[src/rtl/alu_seq_if.sv]
// Bus between the pin-side host and the ALU operand sequencer.
// Carries the shared operand bus, the strobes, the ALU hookup and the status outputs.
interface alu_seq_if #(
  parameter int W = 8
);
  logic [W-1:0] din;
  logic         ld;
  logic         abort;
  logic [W-1:0] alu_a;
  logic [W-1:0] alu_b;
  logic [1:0]   alu_s;
  logic [W-1:0] alu_result;
  logic [W-1:0] result;
  logic         res_valid;
  logic         busy;
  logic [7:0]   op_count;

  modport master (
    output din, ld, abort, alu_result,
    input  alu_a, alu_b, alu_s, result, res_valid, busy, op_count
  );

  modport slave (
    input  din, ld, abort, alu_result,
    output alu_a, alu_b, alu_s, result, res_valid, busy, op_count
  );
endinterface

[src/rtl/alu_operand_sequencer.sv]
// Serial A/B/S loader for the 8-bit ALU: captures operands from a shared bus on
// ld rising edges, waits the ALU latency, then holds the result with a valid flag.
module alu_operand_sequencer #(
  parameter int W       = 8,
  parameter int ALU_LAT = 0
) (
  input logic     clk,
  input logic     rst,
  input logic     ena,
  alu_seq_if.slave bus
);

  typedef enum logic [2:0] {
    IDLE   = 3'd0,
    GET_B  = 3'd1,
    GET_OP = 3'd2,
    EXEC   = 3'd3,
    DONE   = 3'd4
  } state_t;

  localparam logic [3:0] LAT_INIT = 4'(ALU_LAT);

  state_t         state_r, state_s;
  logic [W-1:0]   alu_a_r, alu_a_s;
  logic [W-1:0]   alu_b_r, alu_b_s;
  logic [1:0]     alu_s_r, alu_s_s;
  logic [W-1:0]   result_r, result_s;
  logic           res_valid_r, res_valid_s;
  logic [7:0]     op_count_r, op_count_s;
  logic [3:0]     lat_r, lat_s;
  logic           ld_q_r;
  logic           ld_rise_s;

  assign ld_rise_s = bus.ld & ~ld_q_r;

  // Next-state and datapath update; abort overrides any load in the same cycle.
  always_comb begin
    state_s     = state_r;
    alu_a_s     = alu_a_r;
    alu_b_s     = alu_b_r;
    alu_s_s     = alu_s_r;
    result_s    = result_r;
    res_valid_s = res_valid_r;
    op_count_s  = op_count_r;
    lat_s       = lat_r;
    if (bus.abort) begin
      state_s     = IDLE;
      res_valid_s = 1'b0;
    end else begin
      case (state_r)
        IDLE: begin
          if (ld_rise_s) begin
            alu_a_s = bus.din;
            state_s = GET_B;
          end else begin
            state_s = IDLE;
          end
        end
        GET_B: begin
          if (ld_rise_s) begin
            alu_b_s = bus.din;
            state_s = GET_OP;
          end else begin
            state_s = GET_B;
          end
        end
        GET_OP: begin
          if (ld_rise_s) begin
            alu_s_s = bus.din[1:0];
            lat_s   = LAT_INIT;
            state_s = EXEC;
          end else begin
            state_s = GET_OP;
          end
        end
        EXEC: begin
          if (lat_r != 4'd0) begin
            lat_s = lat_r - 4'd1;
          end else begin
            result_s    = bus.alu_result;
            res_valid_s = 1'b1;
            op_count_s  = op_count_r + 8'd1;
            state_s     = DONE;
          end
        end
        DONE: begin
          // A new A load starts the next operation and retires the shown result.
          if (ld_rise_s) begin
            alu_a_s     = bus.din;
            res_valid_s = 1'b0;
            state_s     = GET_B;
          end else begin
            state_s = DONE;
          end
        end
        default: begin
          state_s     = IDLE;
          res_valid_s = 1'b0;
        end
      endcase
    end
  end

  // State and datapath registers; ena freezes everything, rst overrides ena.
  always_ff @(posedge clk) begin
    if (rst) begin
      state_r     <= IDLE;
      alu_a_r     <= '0;
      alu_b_r     <= '0;
      alu_s_r     <= 2'b00;
      result_r    <= '0;
      res_valid_r <= 1'b0;
      op_count_r  <= 8'd0;
      lat_r       <= 4'd0;
      ld_q_r      <= 1'b0;
    end else if (ena) begin
      state_r     <= state_s;
      alu_a_r     <= alu_a_s;
      alu_b_r     <= alu_b_s;
      alu_s_r     <= alu_s_s;
      result_r    <= result_s;
      res_valid_r <= res_valid_s;
      op_count_r  <= op_count_s;
      lat_r       <= lat_s;
      ld_q_r      <= bus.ld;
    end
  end

  assign bus.alu_a     = alu_a_r;
  assign bus.alu_b     = alu_b_r;
  assign bus.alu_s     = alu_s_r;
  assign bus.result    = result_r;
  assign bus.res_valid = res_valid_r;
  assign bus.busy      = (state_r == EXEC);
  assign bus.op_count  = op_count_r;

endmodule

[src/flat_wrapper.sv]
// flat-port wrapper written by rule: the top's interface ports become plain ports
module alu_operand_sequencer_flat 
#(
  parameter int W       = 8,
  parameter int ALU_LAT = 0
)
  (clk, rst, ena, bus_din, bus_ld, bus_abort, bus_alu_result, bus_alu_a, bus_alu_b, bus_alu_s, bus_result, bus_res_valid, bus_busy, bus_op_count);
  alu_seq_if #(.W(W)) bus_i ();
  input logic clk;
  input logic rst;
  input logic ena;
  input wire logic [$bits(bus_i.din)-1:0] bus_din;
  input wire logic [$bits(bus_i.ld)-1:0] bus_ld;
  input wire logic [$bits(bus_i.abort)-1:0] bus_abort;
  input wire logic [$bits(bus_i.alu_result)-1:0] bus_alu_result;
  output wire logic [$bits(bus_i.alu_a)-1:0] bus_alu_a;
  output wire logic [$bits(bus_i.alu_b)-1:0] bus_alu_b;
  output wire logic [$bits(bus_i.alu_s)-1:0] bus_alu_s;
  output wire logic [$bits(bus_i.result)-1:0] bus_result;
  output wire logic [$bits(bus_i.res_valid)-1:0] bus_res_valid;
  output wire logic [$bits(bus_i.busy)-1:0] bus_busy;
  output wire logic [$bits(bus_i.op_count)-1:0] bus_op_count;
  assign bus_i.din = bus_din;
  assign bus_i.ld = bus_ld;
  assign bus_i.abort = bus_abort;
  assign bus_i.alu_result = bus_alu_result;
  assign bus_alu_a = bus_i.alu_a;
  assign bus_alu_b = bus_i.alu_b;
  assign bus_alu_s = bus_i.alu_s;
  assign bus_result = bus_i.result;
  assign bus_res_valid = bus_i.res_valid;
  assign bus_busy = bus_i.busy;
  assign bus_op_count = bus_i.op_count;
  alu_operand_sequencer #(.W(W), .ALU_LAT(ALU_LAT)) u_core (.clk(clk), .rst(rst), .ena(ena), .bus(bus_i));
endmodule
[config.mk]
export PLATFORM = sky130hd
export DESIGN_NAME = alu_operand_sequencer_flat
export DESIGN_NICKNAME = d
export VERILOG_FILES = /design/src/rtl/alu_seq_if.sv /design/src/rtl/alu_operand_sequencer.sv /design/src/flat_wrapper.sv
export SDC_FILE = /design/constraint.sdc
export NUM_CORES = 1
export LEC_CHECK = 0
export CAP_MARGIN = 20
export CORE_AREA = 2 2 62 70
export CTS_CLUSTER_SIZE = 8
export DETAILED_ROUTE_END_ITERATION = 10
export DIE_AREA = 0 0 64 72
export PLACE_DENSITY_LB_ADDON = 0.05
export SYNTH_ARGS = -nofsm -noshare
export SYNTH_HDL_FRONTEND = slang
export SYNTH_SLANG_ARGS = --single-unit
[constraint.sdc]
create_clock -name clk -period 2.9 [get_ports clk]
set_input_delay 0.58 -clock clk [delete_from_list [all_inputs] [get_ports clk]]
set_output_delay 0.58 -clock clk [all_outputs]
set_load 0.1 [all_outputs]
==> flow_metrics.env, run 1 <==
export IMPL_met3_length_um=187
export IMPL_post_dp_hpwl_um=2800
export IMPL_crit_fanout=12
export IMPL_cts_hold_buf=0
export IMPL_p_int_uw=984
export IMPL_ant_nets=0
export IMPL_switching_share_pct=21.6
export IMPL_htreeDepth=2
export IMPL_clkTransAtPathRegs_ps=80
export IMPL_critPathKind="flop to primary output"
export IMPL_hold_start="u_core.bus.alu_s[0]"
export IMPL_worstPathRequired_ps=2320
export IMPL_power_density_nw_per_um2=508
export IMPL_yosys_top_cells_count="43 x dfxtp_1, 36 x nand2_1, 24 x a21oi_1, 19 x nor2_1, 12 x nand3_1"
export IMPL_wl_met1_um=1920
export IMPL_ys_ff_latch=43
export IMPL_cts_setup_buffers=0
export IMPL_fmax_ghz=0.480
export IMPL_cp_end_kind="primary output"
export IMPL_r2r_start="u_core.state_r[0]"
export IMPL_dr_total_vias=1619
export IMPL_power_switching_uw=271
export IMPL_yosysMostFrequentCell="dfxtp_1"
export IMPL_cp_num_buf_inv=2
export IMPL_drtIter0Drc=69
export IMPL_place_gp_congestion=0.734
export IMPL_synth_cell_types=39
export IMPL_synth_edf_count=0
export IMPL_seq_power_share_pct=48.0
export IMPL_ys_seq_area_share_pct=46.9
export IMPL_final_util_pct=63.7
export IMPL_synthFlopType="dfxtp_1"
export IMPL_status="complete, no violations"
export IMPL_antenna_found_initial=0
export IMPL_grt_max_degree=44
export IMPL_dr_max_layer_used="met4"
export IMPL_timing_final_crit_period_ps=2080
export IMPL_die_w_um=64
export IMPL_initial_utilization_pct=47.4
export IMPL_synthToLayoutAreaGrowth_pct=34.5
export IMPL_synth_area_leaders="dfxtp_1 47%, nand2_1 7.4%, a21oi_1 6.5%, mux2i_1 4.9%, nor2_1 3.9%"
export IMPL_worst_setup_path_start_kind="flop"
export IMPL_reg2reg_setup_slack_ps=1030
export IMPL_synth_largest_area_cell="dfxtp_1"
export IMPL_insertion_delay_ps=290
export IMPL_ios=57
export IMPL_netlist_area_leader_share_pct=46.9
export IMPL_post_drt_wl_per_cell_um=12.5
export IMPL_drive_gt1_share_pct=19.4
export IMPL_clock_skew_ps=4.61
export IMPL_numCtsBuffers=5
export IMPL_syn_area_um2=1840
export IMPL_drt_total_wl_um=4010
export IMPL_route_met2_wl_um=1860
export IMPL_core_area_um2=3870
export IMPL_drv_cap=0
export IMPL_setup_violations=0
export IMPL_synthArstFlopShare_pct=0
export IMPL_cts_sinks=43
export IMPL_finalSetupTns_ps=0
export IMPL_dr_pass1_iters=5
export IMPL_synth_warnings=0
export IMPL_grt_pass1_vias=1457
export IMPL_placement_io_buffers=56
export IMPL_r2r_end="u_core.bus.op_count[7]"
export IMPL_syn_area_per_cell_um2=8.62
export IMPL_grt_pass1_wl_um=6600
export IMPL_hp_class="flop to flop"
export IMPL_pwr_share_comb_pct=8.6
export IMPL_critical_path_max_stage_delay_ps=560
export IMPL_syn_nets=237
export IMPL_cp_top_family="flip-flops"
export IMPL_slew_headroom_pct=63.7
export IMPL_holdPathStages=2
export IMPL_path_cells="nand3b_1 -> inv_1 -> buf_4"
export IMPL_holdPathEnd="u_core.bus.alu_s[0]"
export IMPL_grt_usage_pct=17.8
export IMPL_p_clk_share_pct=43.4
export IMPL_critical_path_slowest_cell="dfxtp_1"
export IMPL_cts_buffer_depth=2
export IMPL_diodes=0
export IMPL_drv_slew=0
export IMPL_r2r_cells=4
export IMPL_ir_worst_vdd_v=0.000286
export IMPL_p_leak_uw=0.00102
export IMPL_rsz0062_at_grt="no"
export IMPL_grt_overflow=0
export IMPL_period_share_pct=71.9
export IMPL_clockRootBuffer="clkbuf_8"
export IMPL_die_h_um=72
export IMPL_tritoncts="built"
export IMPL_rows=24
export IMPL_cts_resized=0
export IMPL_drc=0
export IMPL_tightest_slew_ps=542
export IMPL_final_nets=291
export IMPL_fp_dieArea_um2=4610
export IMPL_hold_viol=0
export IMPL_syn_inst=213
export IMPL_routed_via_density=5.06
export IMPL_crit_path_start="u_core.state_r[0]"
export IMPL_crit_arrival_ps=1500
## per-layer routing
| metal | vias up | track usage, % |
|---|---|---|
| met5 | - | 0 |
| met1 | 729 | 23.2 |
| met2 | 43 | 28.9 |
| li1 | 841 | - |
| met4 | 0 | 6.28 |
| met3 | 6 | 4.19 |
## worst min-delay path: stages (launching register included)
cell and delay, ps:
dfxtp_1 310, nand2_1 50, a21oi_1 50
## metrics by stage
stage / instances / total power, uW / setup WS (ps) / instance area (um^2) / hold slack, ps
after detailed placement: 312 / 724 / 520 / 2340 / 448
after global routing: 320 / 1300 / 717 / 2470 / 476
after floorplan: 213 / 678 / 890 / 1840 / 445
after CTS: 320 / 1270 / 814 / 2470 / 459
after global placement: 312 / 724 / 538 / 2340 / 445
final: 320 / 1250 / 815 / 2470 / 458
## worst max-delay path by stage
stage | endpoint | slack (ps) | cells past startpoint
finish | bus_busy | 820 | 3
global placement | u_core.bus.op_count[7] | 540 | 5
global route | u_core.bus.alu_b[3] | 720 | 5
detailed placement | u_core.bus.op_count[7] | 520 | 5
floorplan | u_core.bus.op_count[7] | 890 | 4
CTS | u_core.bus.op_count[7] | 810 | 5
## power groups by stage
stage	clock, uW	sequential [uW]	combinational, uW
after detailed placement	0	616	108
final	545	602	108
after global placement	0	616	108
after CTS	556	602	109
after floorplan	0	642	36.1
after global routing	577	603	116
## cell usage in the layout (no fill, tap or decap), types with 4 or more instances in the layout
cell type | Yosys | final
nand4_1 | 4 | 4
xor2_1 | 7 | 7
buf_4 | 2 | 41
clkbuf_8 | 0 | 5
a21oi_1 | 24 | 24
mux2i_1 | 9 | 9
dfxtp_1 | 43 | 43
nand3_1 | 12 | 12
clkdlybuf4s50_1 | 0 | 20
nand2_1 | 36 | 36
nor3_1 | 4 | 4
nor2_1 | 19 | 19
## area by class of cell
class                      count  area (um^2)
inverter                       3         11.3
clock buffer                   6         72.6
clock inverter                 2         60.1
tap                           52         65.1
multi-input combinational    153          891
fill                         352         1410
timing repair buffer          61          508
sequential                    43          861
## state kept, by name, summed over array words and instances, names as in the netlist
signal	flops
u_core.state_r	3
u_core.bus.alu_b	8
u_core.bus.op_count	8
u_core.bus.result	8
u_core.lat_r	4
u_core.bus.alu_s	2
u_core.bus.res_valid	1
u_core.ld_q_r	1
u_core.bus.alu_a	8
## cell families (layout without fill, tap and decap cells)
family / after synthesis / after routing / share of synthesized area (%)
AND/OR/NAND/NOR: 94 / 94 / 25.0
adder cells (fa/ha/maj): 3 / 3 / 2.05
flip-flops: 43 / 43 / 46.9
buffers and inverters: 17 / 72 / 4.57
AO/OA/AOI/OAI: 39 / 39 / 12.7
multiplexers: 9 / 9 / 4.91
XOR/XNOR: 8 / 8 / 3.82
Power figures use the tool's default switching activity.
==> inputs of run 2 (changes only) <==
--- a/config.mk
+++ b/config.mk
@@ -6,10 +6,10 @@
 export NUM_CORES = 1
 export LEC_CHECK = 0
 export CAP_MARGIN = 20
-export CORE_AREA = 2 2 62 70
+export CORE_AREA = 2 2 64 72
 export CTS_CLUSTER_SIZE = 8
 export DETAILED_ROUTE_END_ITERATION = 10
-export DIE_AREA = 0 0 64 72
+export DIE_AREA = 0 0 66 74
 export PLACE_DENSITY_LB_ADDON = 0.05
 export SYNTH_ARGS = -nofsm -noshare
 export SYNTH_HDL_FRONTEND = slang
==> constraint.sdc (replaced) <==
create_clock -name clk -period 2.1 [get_ports clk]
set_input_delay 0.42 -clock clk [delete_from_list [all_inputs] [get_ports clk]]
set_output_delay 0.42 -clock clk [all_outputs]
set_load 0.1 [all_outputs]
==> flow_metrics.env, run 2 (synthesis results as in run 1) <==
export IMPL_numCtsBuffers=5
export IMPL_power_density_nw_per_um2=609
export IMPL_fp_dieArea_um2=4880
export IMPL_r2r_end="u_core.bus.op_count[7]"
export IMPL_initial_utilization_pct=43.8
export IMPL_diodes=0
export IMPL_drv_cap=0
export IMPL_grt_usage_pct=18.0
export IMPL_slew_headroom_pct=80.1
export IMPL_final_nets=299
export IMPL_grt_pass1_vias=1512
export IMPL_timing_final_crit_period_ps=1750
export IMPL_clkTransAtPathRegs_ps=80
export IMPL_period_share_pct=83.3
export IMPL_drive_gt1_share_pct=22.1
export IMPL_drc=0
export IMPL_grt_pass1_wl_um=6820
export IMPL_r2r_start="u_core.lat_r[0]"
export IMPL_synthToLayoutAreaGrowth_pct=37.1
export IMPL_crit_fanout=8
export IMPL_rows=25
export IMPL_clockRootBuffer="clkbuf_8"
export IMPL_rsz0062_at_grt="no"
export IMPL_antenna_found_initial=0
export IMPL_ir_worst_vdd_v=0.000375
export IMPL_tightest_slew_ps=297
export IMPL_dr_pass1_iters=4
export IMPL_clock_skew_ps=6.53
export IMPL_cts_hold_buf=0
export IMPL_cts_sinks=43
export IMPL_routed_via_density=5.05
export IMPL_cp_end_kind="primary output"
export IMPL_path_cells="nand3b_1 -> inv_1 -> buf_12"
export IMPL_critical_path_max_stage_delay_ps=390
export IMPL_setup_violations=0
export IMPL_place_gp_congestion=0.740
export IMPL_status="complete, no violations"
export IMPL_critPathKind="flop to primary output"
export IMPL_reg2reg_setup_slack_ps=360
export IMPL_cts_resized=0
export IMPL_worstPathRequired_ps=1680
export IMPL_ant_nets=0
export IMPL_die_w_um=66
export IMPL_ios=57
export IMPL_post_drt_wl_per_cell_um=12.8
export IMPL_r2r_cells=6
export IMPL_grt_overflow=0
export IMPL_mostFrequentLayoutCells="47 x buf_4, 43 x dfxtp_1, 36 x nand2_1"
export IMPL_finalSetupTns_ps=0
export IMPL_tritoncts="built"
export IMPL_worst_setup_path_start_kind="flop"
export IMPL_fmax_ghz=0.571
export IMPL_critical_path_slowest_cell="dfxtp_1"
export IMPL_placement_io_buffers=56
export IMPL_drtIter0Drc=82
export IMPL_crit_end="bus_busy"
export IMPL_dr_total_vias=1667
export IMPL_cts_buffer_depth=2
export IMPL_hp_class="flop to flop"
export IMPL_drt_total_wl_um=4220
export IMPL_fill_cells=423
export IMPL_finalPower_uw=1530
export IMPL_crit_path_start="u_core.state_r[2]"
export IMPL_cts_setup_buffers=0
export IMPL_insertion_delay_ps=300
export IMPL_drv_slew=0
export IMPL_grt_max_degree=44
export IMPL_die_h_um=74
export IMPL_p_leak_uw=0.00104
export IMPL_final_common_cell="buf_4"
export IMPL_htreeDepth=2
export IMPL_post_dp_hpwl_um=2960
export IMPL_crit_arrival_ps=1330
export IMPL_core_area_um2=4190
export IMPL_hold_viol=0
==> run 2: how the worst min path moves through the flow <==
stage | cells after the start | slack [ps] | startpoint | to
floorplan | 2 | 440 | u_core.lat_r[1] | u_core.lat_r[1]
global placement | 2 | 440 | u_core.bus.result[6] | u_core.bus.result[6]
detailed placement | 2 | 450 | u_core.bus.result[2] | u_core.bus.result[2]
CTS | 2 | 460 | u_core.bus.result[2] | u_core.bus.result[2]
global route | 2 | 480 | u_core.bus.result[1] | u_core.bus.result[1]
finish | 2 | 460 | u_core.bus.result[2] | u_core.bus.result[2]
==> run 2: per-stage QoR <==
| step | instance area (um^2) | hold WS [ps] | setup WS, ps | utilization, % | std cells |
|---|---|---|---|---|---|
| final | 2520 | 456 | 350 | 60.0 | 330 |
| after global routing | 2520 | 484 | 213 | 60.0 | 330 |
| after CTS | 2520 | 459 | 348 | 60.0 | 330 |
| after detailed placement | 2420 | 447 | 83.2 | 57.8 | 322 |
| after global placement | 2420 | 444 | 95.0 | 57.8 | 322 |
| after floorplan | 1840 | 445 | 89.5 | - | 213 |
==> run 2: where the power goes <==
group	internal (uW)	leakage [uW]	switching, uW
registers	823	0.000347	6.54
clock network	238	0.0000408	304
logic	67.1	0.000654	92.3
total	1130	0.00104	403
==> run 2: final cells by class <==
class	count	area [um^2]	share of cell area [%]
clock inverters	3	23.8	0.945
repair buffers	69	593	23.6
inverters	3	11.3	0.448
clock buffers	5	68.8	2.73
well taps	54	67.6	2.69
flip-flops and latches	43	861	34.2
multi-input cells	153	891	35.4
==> run 2: layer usage <==
metal,share of wire [%],global-route usage (%),up-vias
met3,6.6,5.45,4
met2,47,30.2,52
met5,0,0,-
met4,1.1,5.44,0
li1,-,-,857
met1,45,22.5,754
==> run 2: worst max-delay path, delay by kind of cell, from the launching register on <==
kind                   cells  cell delay (ps)
AND/OR/NAND/NOR            1              300
buffers and inverters      2              340
flip-flops                 1              390
